### config.mk
export PLATFORM = sky130hd
export DESIGN_NAME = encoded_memory_ctrl
export DESIGN_NICKNAME = d
export VERILOG_FILES = /design/src/rtl/encoded_memory_ctrl.sv
export SDC_FILE = /design/constraint.sdc
export NUM_CORES = 1
export LEC_CHECK = 0
export BUFFER_PORTS_ARGS = -buffer_cell sky130_fd_sc_hd__buf_2
export CAP_MARGIN = 20
export CORE_MARGIN = 2
export CORE_UTILIZATION = 37
export DETAILED_ROUTE_END_ITERATION = 8
export PLACE_DENSITY = 0.54
export SYNTH_ARGS = -nofsm -noshare
export SYNTH_HDL_FRONTEND = slang
export SYNTH_SLANG_ARGS = --single-unit
### constraint.sdc
create_clock -name CLK -period 4.9 [get_ports CLK]
set_input_delay 0 -clock CLK [delete_from_list [all_inputs] [get_ports CLK]]
set_output_delay 0 -clock CLK [all_outputs]
set_load 0.1 [all_outputs]
### src/rtl/encoded_memory_ctrl.sv
// Keyed scratch memory: words are stored XOR-encoded with a per-address key, reads are registered.
// Optional ENCMEM_READ_DECODE_EN makes reads return plaintext (stored word ^ key) instead of the raw word.
module encoded_memory_ctrl #(
   parameter int WIDTH  = 8,
   parameter int DEPTH  = 8,
   parameter int ADDR_W = 3
) (
   input  logic              CLK,
   input  logic              RST_N,
   input  logic              CLR,
   input  logic              REQ,
   input  logic [1:0]        OP,
   input  logic [ADDR_W-1:0] ADDR,
   input  logic [WIDTH-1:0]  WDATA,
   output logic [WIDTH-1:0]  RDATA,
   output logic              RVALID,
   output logic              BUSY
);

   localparam logic [1:0] OP_READ  = 2'b00;
   localparam logic [1:0] OP_WRITE = 2'b01;
   localparam logic [1:0] OP_ACC   = 2'b10;
   localparam logic [1:0] OP_CLEAR = 2'b11;

   localparam logic [ADDR_W-1:0] LAST = ADDR_W'(DEPTH - 1);
   localparam logic [7:0] BASE_KEY [8] = '{8'h00, 8'h55, 8'hAA, 8'h33,
                                          8'hCC, 8'h0F, 8'hF0, 8'hFF};

   typedef enum logic {INIT, IDLE} state_t;

   state_t            state, state_nxt;
   logic [ADDR_W-1:0] cnt, cnt_nxt;
   logic [WIDTH-1:0]  mem [DEPTH];

   logic             accept, addr_ok, is_read;
   logic [WIDTH-1:0] key_a, rd_word;

   // Address bits above bit 2 are dropped, giving base[i mod 8].
   function automatic logic [WIDTH-1:0] key_of(input logic [ADDR_W-1:0] a);
      logic [2:0] idx;
      idx = 3'(a);
      return {(WIDTH/8){BASE_KEY[idx]}};
   endfunction

   // NOTE: sequential state uses non-blocking assignments so every register samples pre-edge values.
   always_ff @(posedge CLK) begin
      if (!RST_N) begin
         state <= INIT;
         cnt   <= '0;
      end else begin
         state <= state_nxt;
         cnt   <= cnt_nxt;
      end
   end

   // NOTE: defaults first so no path through the block leaves a variable unassigned (no latch).
   always_comb begin
      state_nxt = state;
      cnt_nxt   = cnt;
      if (CLR) begin
         state_nxt = INIT;
         cnt_nxt   = '0;
      end else if (state == INIT) begin
         if (cnt == LAST) begin
            state_nxt = IDLE;
            cnt_nxt   = '0;
         end else begin
            cnt_nxt = cnt + 1'b1;
         end
      end
   end

   assign BUSY    = (state == INIT);
   assign accept  = (state == IDLE) && REQ && !CLR;
   assign is_read = accept && (OP == OP_READ);
   assign addr_ok = {1'b0, ADDR} < (ADDR_W+1)'(DEPTH);
   assign key_a   = key_of(ADDR);

`ifdef ENCMEM_READ_DECODE_EN
   assign rd_word = mem[ADDR] ^ key_a;
`else
   assign rd_word = mem[ADDR];
`endif

   // NOTE: the array has no reset; it is cleared by the INIT sweep, which keeps it mappable to RAM.
   always_ff @(posedge CLK) begin
      if (RST_N && !CLR) begin
         if (state == INIT) begin
            mem[cnt] <= '0;
         end else if (accept && addr_ok) begin
            case (OP)
               OP_WRITE: mem[ADDR] <= WDATA ^ key_a;
               OP_ACC:   mem[ADDR] <= mem[ADDR] ^ WDATA ^ key_a;
               OP_CLEAR: mem[ADDR] <= '0;
               default:  ;
            endcase
         end
      end
   end

   // RDATA holds between reads; only RVALID drops.
   always_ff @(posedge CLK) begin
      if (!RST_N) begin
         RDATA  <= '0;
         RVALID <= 1'b0;
      end else begin
         RVALID <= is_read;
         if (is_read) RDATA <= addr_ok ? rd_word : '0;
      end
   end

endmodule

==> flow_metrics.env, run 1 <==
export IMPL_dpl_cell_area_mm2=0.00353
export IMPL_dp_hpwl_um=4780
export IMPL_ir_drop_v=0.000122
export IMPL_grt_pass1_wl_um=11100
export IMPL_synth_seq_area_share_pct=65.1
export IMPL_yosysWarnings=0
export IMPL_timing_final_crit_share_pct=51.6
export IMPL_nets=263
export IMPL_finalCriticalPeriod_ns=2.53
export IMPL_drc_errors=0
export IMPL_cts_path_max_buffers=2
export IMPL_synth_seq_cells=77
export IMPL_gr_max_usage_layer="met2"
export IMPL_path_delay_family="simple AND/OR/NAND/NOR gates"
export IMPL_worstSetupPathType="flop to flop"
export IMPL_syn_inst=215
export IMPL_final_area_mm2=0.00379
export IMPL_cpMaxStageDelayCell="dfxtp_1"
export IMPL_path_clk_slew_ns=0.08
export IMPL_syn_to_final_growth_pct=13.1
export IMPL_synth_largest_area_cell="edfxtp_1"
export IMPL_first_iter_violations=100
export IMPL_cts_root_buf="clkbuf_8"
export IMPL_worst_pin_slew_ns=1.02
export IMPL_finalHoldViolations=0
export IMPL_grt_max_degree=26
export IMPL_via_count=1899
export IMPL_synth_compound_area_share_pct=5.64
export IMPL_critical_path_buf_inv_count=0
export IMPL_power_mw=1.31
export IMPL_start_kind="flop"
export IMPL_place_congestion=0.753
export IMPL_slew_viol_final=0
export IMPL_required_ns=4.96
export IMPL_crit_path_end_kind="flop"
export IMPL_synth_fa_ha_area_share_pct=1.05
export IMPL_critical_path_max_stage_delay_ns=0.53
export IMPL_fmax_mhz=396
export IMPL_drt_wirelength_per_cell_um=20.3
export IMPL_dp_cells=337
export IMPL_rows=34
export IMPL_dr_pass1_iters=4
export IMPL_antenna_found_initial=0
export IMPL_holdWs_ns=0.0919
export IMPL_antenna_left=0
export IMPL_synth_edff_count=64
export IMPL_setup_violations=0
export IMPL_yosysUniqueCellTypes=32
export IMPL_fp_dieH_um=99.2
export IMPL_cts_tree="yes"
export IMPL_grtUsageMet2_pct=24.4
export IMPL_synth_xor_area_share_pct=3.66
export IMPL_postCtsSetupRepairBufs=0
export IMPL_arrival_ns=2.59
export IMPL_yosys_area_top_type_share_pct=57.3
export IMPL_initial_utilization_pct=38.2
export IMPL_syn_avg_cell_area_um2=15.6
export IMPL_mostFrequentLayoutCell="edfxtp_1"
export IMPL_path_max_fanout=12
export IMPL_syn_nets=234
export IMPL_maxCapViolations=0
export IMPL_grt_met3_usage_pct=4.01
export IMPL_cts_buffers=9
export IMPL_met1_usage_pct=21.8
export IMPL_yosys_most_used_dff="edfxtp_1"
export IMPL_fillers=811
export IMPL_final_cell_mix="edfxtp_1 (64), nor2_1 (26), buf_2 (26)"
export IMPL_die_area_mm2=0.00984
export IMPL_vias_per_cell=5.32
export IMPL_worst_slew_margin_rel_pct=32.0
export IMPL_cts_max_level=3
export IMPL_grt_pass1_vias=1945
export IMPL_hold_class="input pin to flop"
export IMPL_synth_area_mm2=0.00335
export IMPL_fin_cells=357
export IMPL_crit_chain="and4b_1 -> nand3b_1 -> or3_1 -> a21oi_1"
export IMPL_wl_um=7250
export IMPL_synthMuxAreaShare_pct=14.6
export IMPL_globalRoute_totalOverflow=0
export IMPL_antenna_cells=0
export IMPL_synth_top_family_by_area="multiplexers"
export IMPL_async_flop_share_pct=0
export IMPL_rsz0062_at_grt="no"
export IMPL_clkSinkCount=77
export IMPL_core_mm2=0.00876
export IMPL_portBuffers=26
export IMPL_grt_util_all_layers_pct=15.8
export IMPL_timing_setup_tns_ns=0
export IMPL_status="complete, no violations"
export IMPL_drive_gt1_share_pct=21.3
export IMPL_ios=27
export IMPL_synth_simple_area_share_pct=6.94
export IMPL_powerDensity_mw_per_mm2=345
export IMPL_die_w_um=99.2
export IMPL_power_leakage_nw=1.28
export IMPL_fin_skew_ns=0.00774
export IMPL_yosys_top_cells_area="edfxtp_1 (57%), dfxtp_1 (7.8%), mux4_2 (7.4%), mux4_1 (3.9%), mux2i_1 (3.3%)"
export IMPL_clk_latency_ns=0.35
[flip-flops by register name, indices dropped and copies added, names as in the netlist]
signal	flops
mem	64
RVALID	1
RDATA	8
state	1
cnt	3
[what timing repair did]
item	CTS	global route
hold buffers	3	0
endpoints found under the setup margin	0	0
resized for setup	0	0
endpoints found under the hold margin	9	0
[Yosys cell counts (all sizes together) (2+ instances only)]
cell,count
dfxtp,13
mux2i,11
o211a,8
a31oi,3
or3,4
xor2,4
nor3,3
a21oi,6
nor2,26
o21ai,7
buf,12
ha,2
xnor2,10
nand2,12
inv,4
edfxtp,64
a22oi,2
mux4,16
[area by class of cell]
class                           instances  area, um2  share of cell area [%]
Inverter                                4       15.0                   0.396
Clock inverter                          4       72.6                    1.91
Multi-Input combinational cell        122       1070                    28.2
Tap cell                              108        135                    3.57
Clock buffer                           12        145                    3.83
Sequential cell                        77       2180                    57.6
Timing Repair Buffer                   30        171                    4.52
[worst min-delay path, cell delays in order]
cell     delay [ns]
buf_2          0.11
nor3_2         0.09
nand2_1        0.08
o211a_1        0.13
[path summary, 6_finish.rpt]
kind | slack [ns] | startpoint | to | cells after the start
worst min register to register | 0.50 | RDATA[7] | RDATA[7] | 1
worst max register to register | 2.37 | state | mem[2][6] | 4
worst min-delay path | 0.09 | CLR | RDATA[2] | 4
worst max-delay path | 2.37 | state | mem[2][6] | 4
[where the power goes]
| part | internal, mW | leakage [nW] | total, mW | switching, mW |
|---|---|---|---|---|
| registers | 0.705 | 0.590 | 0.707 | 0.00227 |
| clock network | 0.301 | 0.107 | 0.530 | 0.230 |
| logic | 0.0313 | 0.586 | 0.0686 | 0.0373 |
[stage by stage]
stage / util, % / setup slack (ns)
4_1_cts: 43.1 / 2.39
3_5_place_dp: 40.3 / 2.41
2_1_floorplan: - / 2.97
3_3_place_gp: 40.3 / 2.44
5_1_grt: 43.2 / 2.16
6_report: 43.2 / 2.37
[cells by family after synthesis]
family | count (synthesis)
adders and majority gates | 3
buffers and inverters | 16
xor gates and xnor gates | 14
AOI/OAI and AO/OA | 27
muxes | 27
and+or+nand+nor | 51
DFF | 77
[metal layers]
metal / up-vias / part of all wire, %
li1: 882 / -
met5: - / 0
met4: 0 / 1.1
met2: 41 / 47
met3: 8 / 3.6
met1: 968 / 48
(Power assumes the default switching activity.)
==> run 2: changes to the inputs <==
- clock period: 4.9 -> 2.5 ns (I/O delays scaled with it)
==> run 2 against run 1 <==
Compared with the run above:
- clock power is 46% higher
- clock-buffer cell count is 1 lower
- total power is 77% higher
- via count is 0.95% higher
- maximum frequency is 16% higher
- worst setup slack worse by 2.0 ns
- utilization is 0.59 points higher
- cell area is 1.4% higher
- first-iteration DRC count is 19% higher
- routed wire length is 3.3% lower
- sequential cell count stayed put
- final cell count is 3.6% higher
==> flow_metrics.env, run 2 (synthesis gave the netlist of run 1 again) <==
export IMPL_status="complete, no violations"
export IMPL_cts_root_buf="clkbuf_8"
export IMPL_die_w_um=99.2
export IMPL_slew_viol_final=0
export IMPL_final_cell_mix="edfxtp_1 (64), nor2_1 (26), buf_2 (26)"
export IMPL_grt_max_degree=24
export IMPL_largest_register_ffs=64
export IMPL_grt_pass1_wl_um=11000
export IMPL_powerDensity_mw_per_mm2=600
export IMPL_initial_utilization_pct=38.2
export IMPL_mostFrequentLayoutCell="edfxtp_1"
export IMPL_ios=27
export IMPL_clkSinkCount=77
export IMPL_cts_tree="yes"
export IMPL_start_kind="flop"
export IMPL_fin_skew_ns=0.0105
export IMPL_grt_util_all_layers_pct=15.5
export IMPL_antenna_left=0
export IMPL_timing_final_crit_share_pct=87.0
export IMPL_holdWs_ns=0.0795
export IMPL_drt_wirelength_per_cell_um=18.9
export IMPL_hold_class="input pin to flop"
export IMPL_via_count=1917
export IMPL_dp_hpwl_um=4530
export IMPL_crit_path_end_kind="flop"
export IMPL_clk_latency_ns=0.34
export IMPL_cts_path_max_buffers=2
export IMPL_regMostFlops="mem"
export IMPL_finalCriticalPeriod_ns=2.17
export IMPL_arrival_ns=2.14
export IMPL_cts_resized=0
export IMPL_antenna_found_initial=0
export IMPL_drive_gt1_share_pct=25.6
export IMPL_ir_drop_v=0.000199
export IMPL_globalRoute_totalOverflow=0
export IMPL_cts_buffers=9
export IMPL_dr_pass1_iters=4
export IMPL_worst_pin_slew_ns=0.978
export IMPL_die_area_mm2=0.00984
export IMPL_syn_to_final_growth_pct=14.6
export IMPL_nets=277
export IMPL_vias_per_cell=5.18
export IMPL_worst_slew_margin_rel_pct=34.6
export IMPL_maxCapViolations=0
export IMPL_fmax_mhz=460
export IMPL_worstSetupPathType="flop to flop"
export IMPL_rows=34
export IMPL_first_iter_violations=119
export IMPL_cts_max_level=3
export IMPL_rrSetupSlack_ns=0.33
export IMPL_path_max_fanout=8
export IMPL_core_mm2=0.00876
export IMPL_reg_top3="mem (64), RDATA (8), cnt (3)"
export IMPL_rsz0062_at_grt="no"
export IMPL_power_leakage_nw=1.33
export IMPL_grt_pass1_vias=1943
export IMPL_hold_buffers=2
export IMPL_wl_um=7010
export IMPL_drc_errors=0
export IMPL_finalHoldViolations=0
export IMPL_setup_violations=0
export IMPL_postCtsSetupRepairBufs=0
export IMPL_path_clk_slew_ns=0.07
export IMPL_required_ns=2.47
export IMPL_portBuffers=26
export IMPL_place_congestion=0.750
export IMPL_antenna_cells=0
export IMPL_fp_dieH_um=99.2
export IMPL_timing_setup_tns_ns=0
## run 2: cell types whose count changed in the layout (fill, tap and decap cells not counted), sizes merged
cell | before | now
buf | 27 | 42
bufinv | 2 | 0
clkbuf | 12 | 11
clkinv | 1 | 3
dlygate4sd3 | 3 | 2
## run 2: final timing paths
path,to,cells past startpoint,start
setup / recovery,mem[3][7],6,state
hold / removal,RDATA[6],3,RST_N
setup reg to reg,mem[3][7],6,state
hold reg to reg,RDATA[6],1,RDATA[6]
## run 2: layout make-up
class	instances	area [um2]
fillers	797	4920
well taps	108	135
repair buffers	44	283
flip-flops and latches	77	2180
inverters	4	15.0
clock inverters	4	26.3
clock buffers	11	131
multi-input cells	122	1070
## run 2: through the flow
stage	worst slack (ns)	total power, mW	std cells	util (%)	area, um2
2_1_floorplan	0.569	1.52	215	-	3350
3_3_place_gp	0.367	1.56	353	41.8	3660
3_5_place_dp	0.285	1.56	353	41.8	3660
4_1_cts	0.317	2.34	370	43.8	3840
5_1_grt	0.148	2.40	370	43.8	3840
6_report	0.326	2.31	370	43.8	3840
## run 2: worst max-delay path: stages (launching register included)
cell     delay, ns
dfxtp_1       0.33
and4b_1       0.22
o21ai_1       0.13
buf_4         0.18
nor3_1        0.12
a31oi_1       0.07
nor2_1        0.75
## run 2: power breakdown
group / internal, mW / switching (mW) / total (mW)
registers: 1.38 / 0.00445 / 1.39
logic: 0.0677 / 0.0759 / 0.144
clock network: 0.353 / 0.423 / 0.776
total: 1.80 / 0.503 / 2.31
## run 2: routing by layer
layer	track usage (%)	vias up	share of wire (%)
met2	25.4	51	49
met4	5.27	0	1.3
met3	4.22	9	5.4
met1	20.0	953	44
met5	0	-	0
li1	-	904	-
==> run 3: changes to the inputs <==
- RECOVER_POWER: default -> 25
==> run 3 against run 2 <==
Compared with the run above:
- critical path depth decreased by 1
- worst setup slack lost 0.033 ns
- clock power about the same
- clock-buffer cell count unchanged
- sequential share of layout area is 0.37 points higher
- maximum frequency decreased by 1.5%
- sequential power hardly changed
- cell area shrank 0.65%
- clock skew barely moved
- combinational power barely moved
- routed wire length barely moved
- non-clock buffer count did not move
- largest power group unchanged
==> flow_metrics.env, run 3 (synthesis gave the netlist of run 1 again) <==
export IMPL_status="complete, no violations"
export IMPL_mostFrequentLayoutCell="edfxtp_1"
export IMPL_path_max_fanout=8
export IMPL_hold_class="input pin to flop"
export IMPL_globalRoute_totalOverflow=0
export IMPL_crit_path_end_kind="flop"
export IMPL_portBuffers=26
export IMPL_rows=34
export IMPL_ir_drop_v=0.000199
export IMPL_ios=27
export IMPL_critical_path_max_stage_delay_ns=0.76
export IMPL_path_delay_family="simple AND/OR/NAND/NOR gates"
export IMPL_crit_chain="and4b_1 -> o21ai_1 -> clkbuf_1 -> o21ai_0 -> nor2_1"
export IMPL_slew_viol_final=0
export IMPL_nets=277
export IMPL_dp_hpwl_um=4530
export IMPL_holdWs_ns=0.0777
export IMPL_grt_util_all_layers_pct=15.5
export IMPL_rsz0062_at_grt="no"
export IMPL_clkSinkCount=77
export IMPL_die_area_mm2=0.00984
export IMPL_syn_to_final_growth_pct=13.8
export IMPL_final_cell_mix="edfxtp_1 (64), nor2_1 (26), clkbuf_1 (16)"
export IMPL_drt_wirelength_per_cell_um=18.9
export IMPL_cts_root_buf="clkbuf_8"
export IMPL_via_count=1933
export IMPL_first_iter_violations=120
export IMPL_fp_dieH_um=99.2
export IMPL_antenna_left=0
export IMPL_path_clk_slew_ns=0.07
export IMPL_arrival_ns=2.17
export IMPL_worst_pin_slew_ns=1.18
export IMPL_antenna_cells=0
export IMPL_vias_per_cell=5.22
export IMPL_drc_errors=0
export IMPL_start_kind="flop"
export IMPL_worst_slew_margin_rel_pct=21.5
export IMPL_regMostFlops="mem"
export IMPL_powerDensity_mw_per_mm2=604
export IMPL_die_w_um=99.2
export IMPL_drive_gt1_share_pct=20.2
export IMPL_wl_um=7010
export IMPL_antenna_found_initial=0
export IMPL_critical_path_buf_inv_count=1
export IMPL_finalCriticalPeriod_ns=2.21
export IMPL_fmax_mhz=453
export IMPL_grt_pass1_vias=1943
export IMPL_cts_buffers=9
export IMPL_core_mm2=0.00876
export IMPL_clk_latency_ns=0.34
export IMPL_cpMaxStageDelayCell="nor2_1"
export IMPL_reg_top3="mem (64), RDATA (8), cnt (3)"
export IMPL_timing_final_crit_share_pct=88.3
export IMPL_cts_path_max_buffers=2
export IMPL_worstSetupPathType="flop to flop"
export IMPL_finalHoldViolations=0
export IMPL_required_ns=2.46
export IMPL_cts_max_level=3
export IMPL_place_congestion=0.750
export IMPL_initial_utilization_pct=38.2
export IMPL_power_leakage_nw=1.28
export IMPL_cts_resized=0
export IMPL_fin_skew_ns=0.0107
export IMPL_dr_pass1_iters=4
export IMPL_maxCapViolations=0
export IMPL_grt_pass1_wl_um=11000
export IMPL_setup_violations=0
export IMPL_grt_max_degree=24
export IMPL_cts_tree="yes"
export IMPL_timing_setup_tns_ns=0
export IMPL_largest_register_ffs=64
## run 3: final cells by class
class	instances	area, um2
clock buffer	11	131
tap	108	135
timing repair buffer	44	258
fill	802	4950
clock inverter	4	26.3
sequential	77	2180
inverter	4	15.0
multi-input combinational	122	1070
## run 3: metrics by stage
stage	area, um2	utilization (%)	cells	total power [mW]	worst slack (ns)
after global routing	3820	43.5	370	2.40	0.125
after CTS	3840	43.8	370	2.34	0.317
after global placement	3660	41.8	353	1.56	0.367
final	3820	43.5	370	2.30	0.293
after detailed placement	3660	41.8	353	1.56	0.285
after floorplan	3350	-	215	1.52	0.569
## run 3: worst min-delay path, delay by kind of cell
family,cells,cell delay [ns]
AO/OA/AOI/OAI,1,0.11
buffers and inverters,2,0.28
## run 3: path summary, 6_finish.rpt
path / from / end / slack (ns) / cells after the start
max reg2reg: state / mem[1][6] / 0.29 / 5
min reg2reg: RDATA[6] / RDATA[6] / 0.50 / 1
min: RST_N / RDATA[6] / 0.08 / 3
max: state / mem[1][6] / 0.29 / 5
## run 3: report_power, final
group / internal (mW) / switching, mW
combinational: 0.0666 / 0.0760
sequential: 1.38 / 0.00446
clock: 0.353 / 0.422
## run 3: repair_timing
action	CTS	global route
hold buffers	2	0
buffers inserted	0	0
hold endpoints to repair	1	0
## run 3: routing by layer
layer / vias up / track usage, % / share of wire (%)
li1: 904 / - / -
met1: 963 / 20.0 / 44
met2: 57 / 25.4 / 49
met3: 9 / 4.22 / 5.5
met4: 0 / 5.27 / 1.3
met5: - / 0 / 0
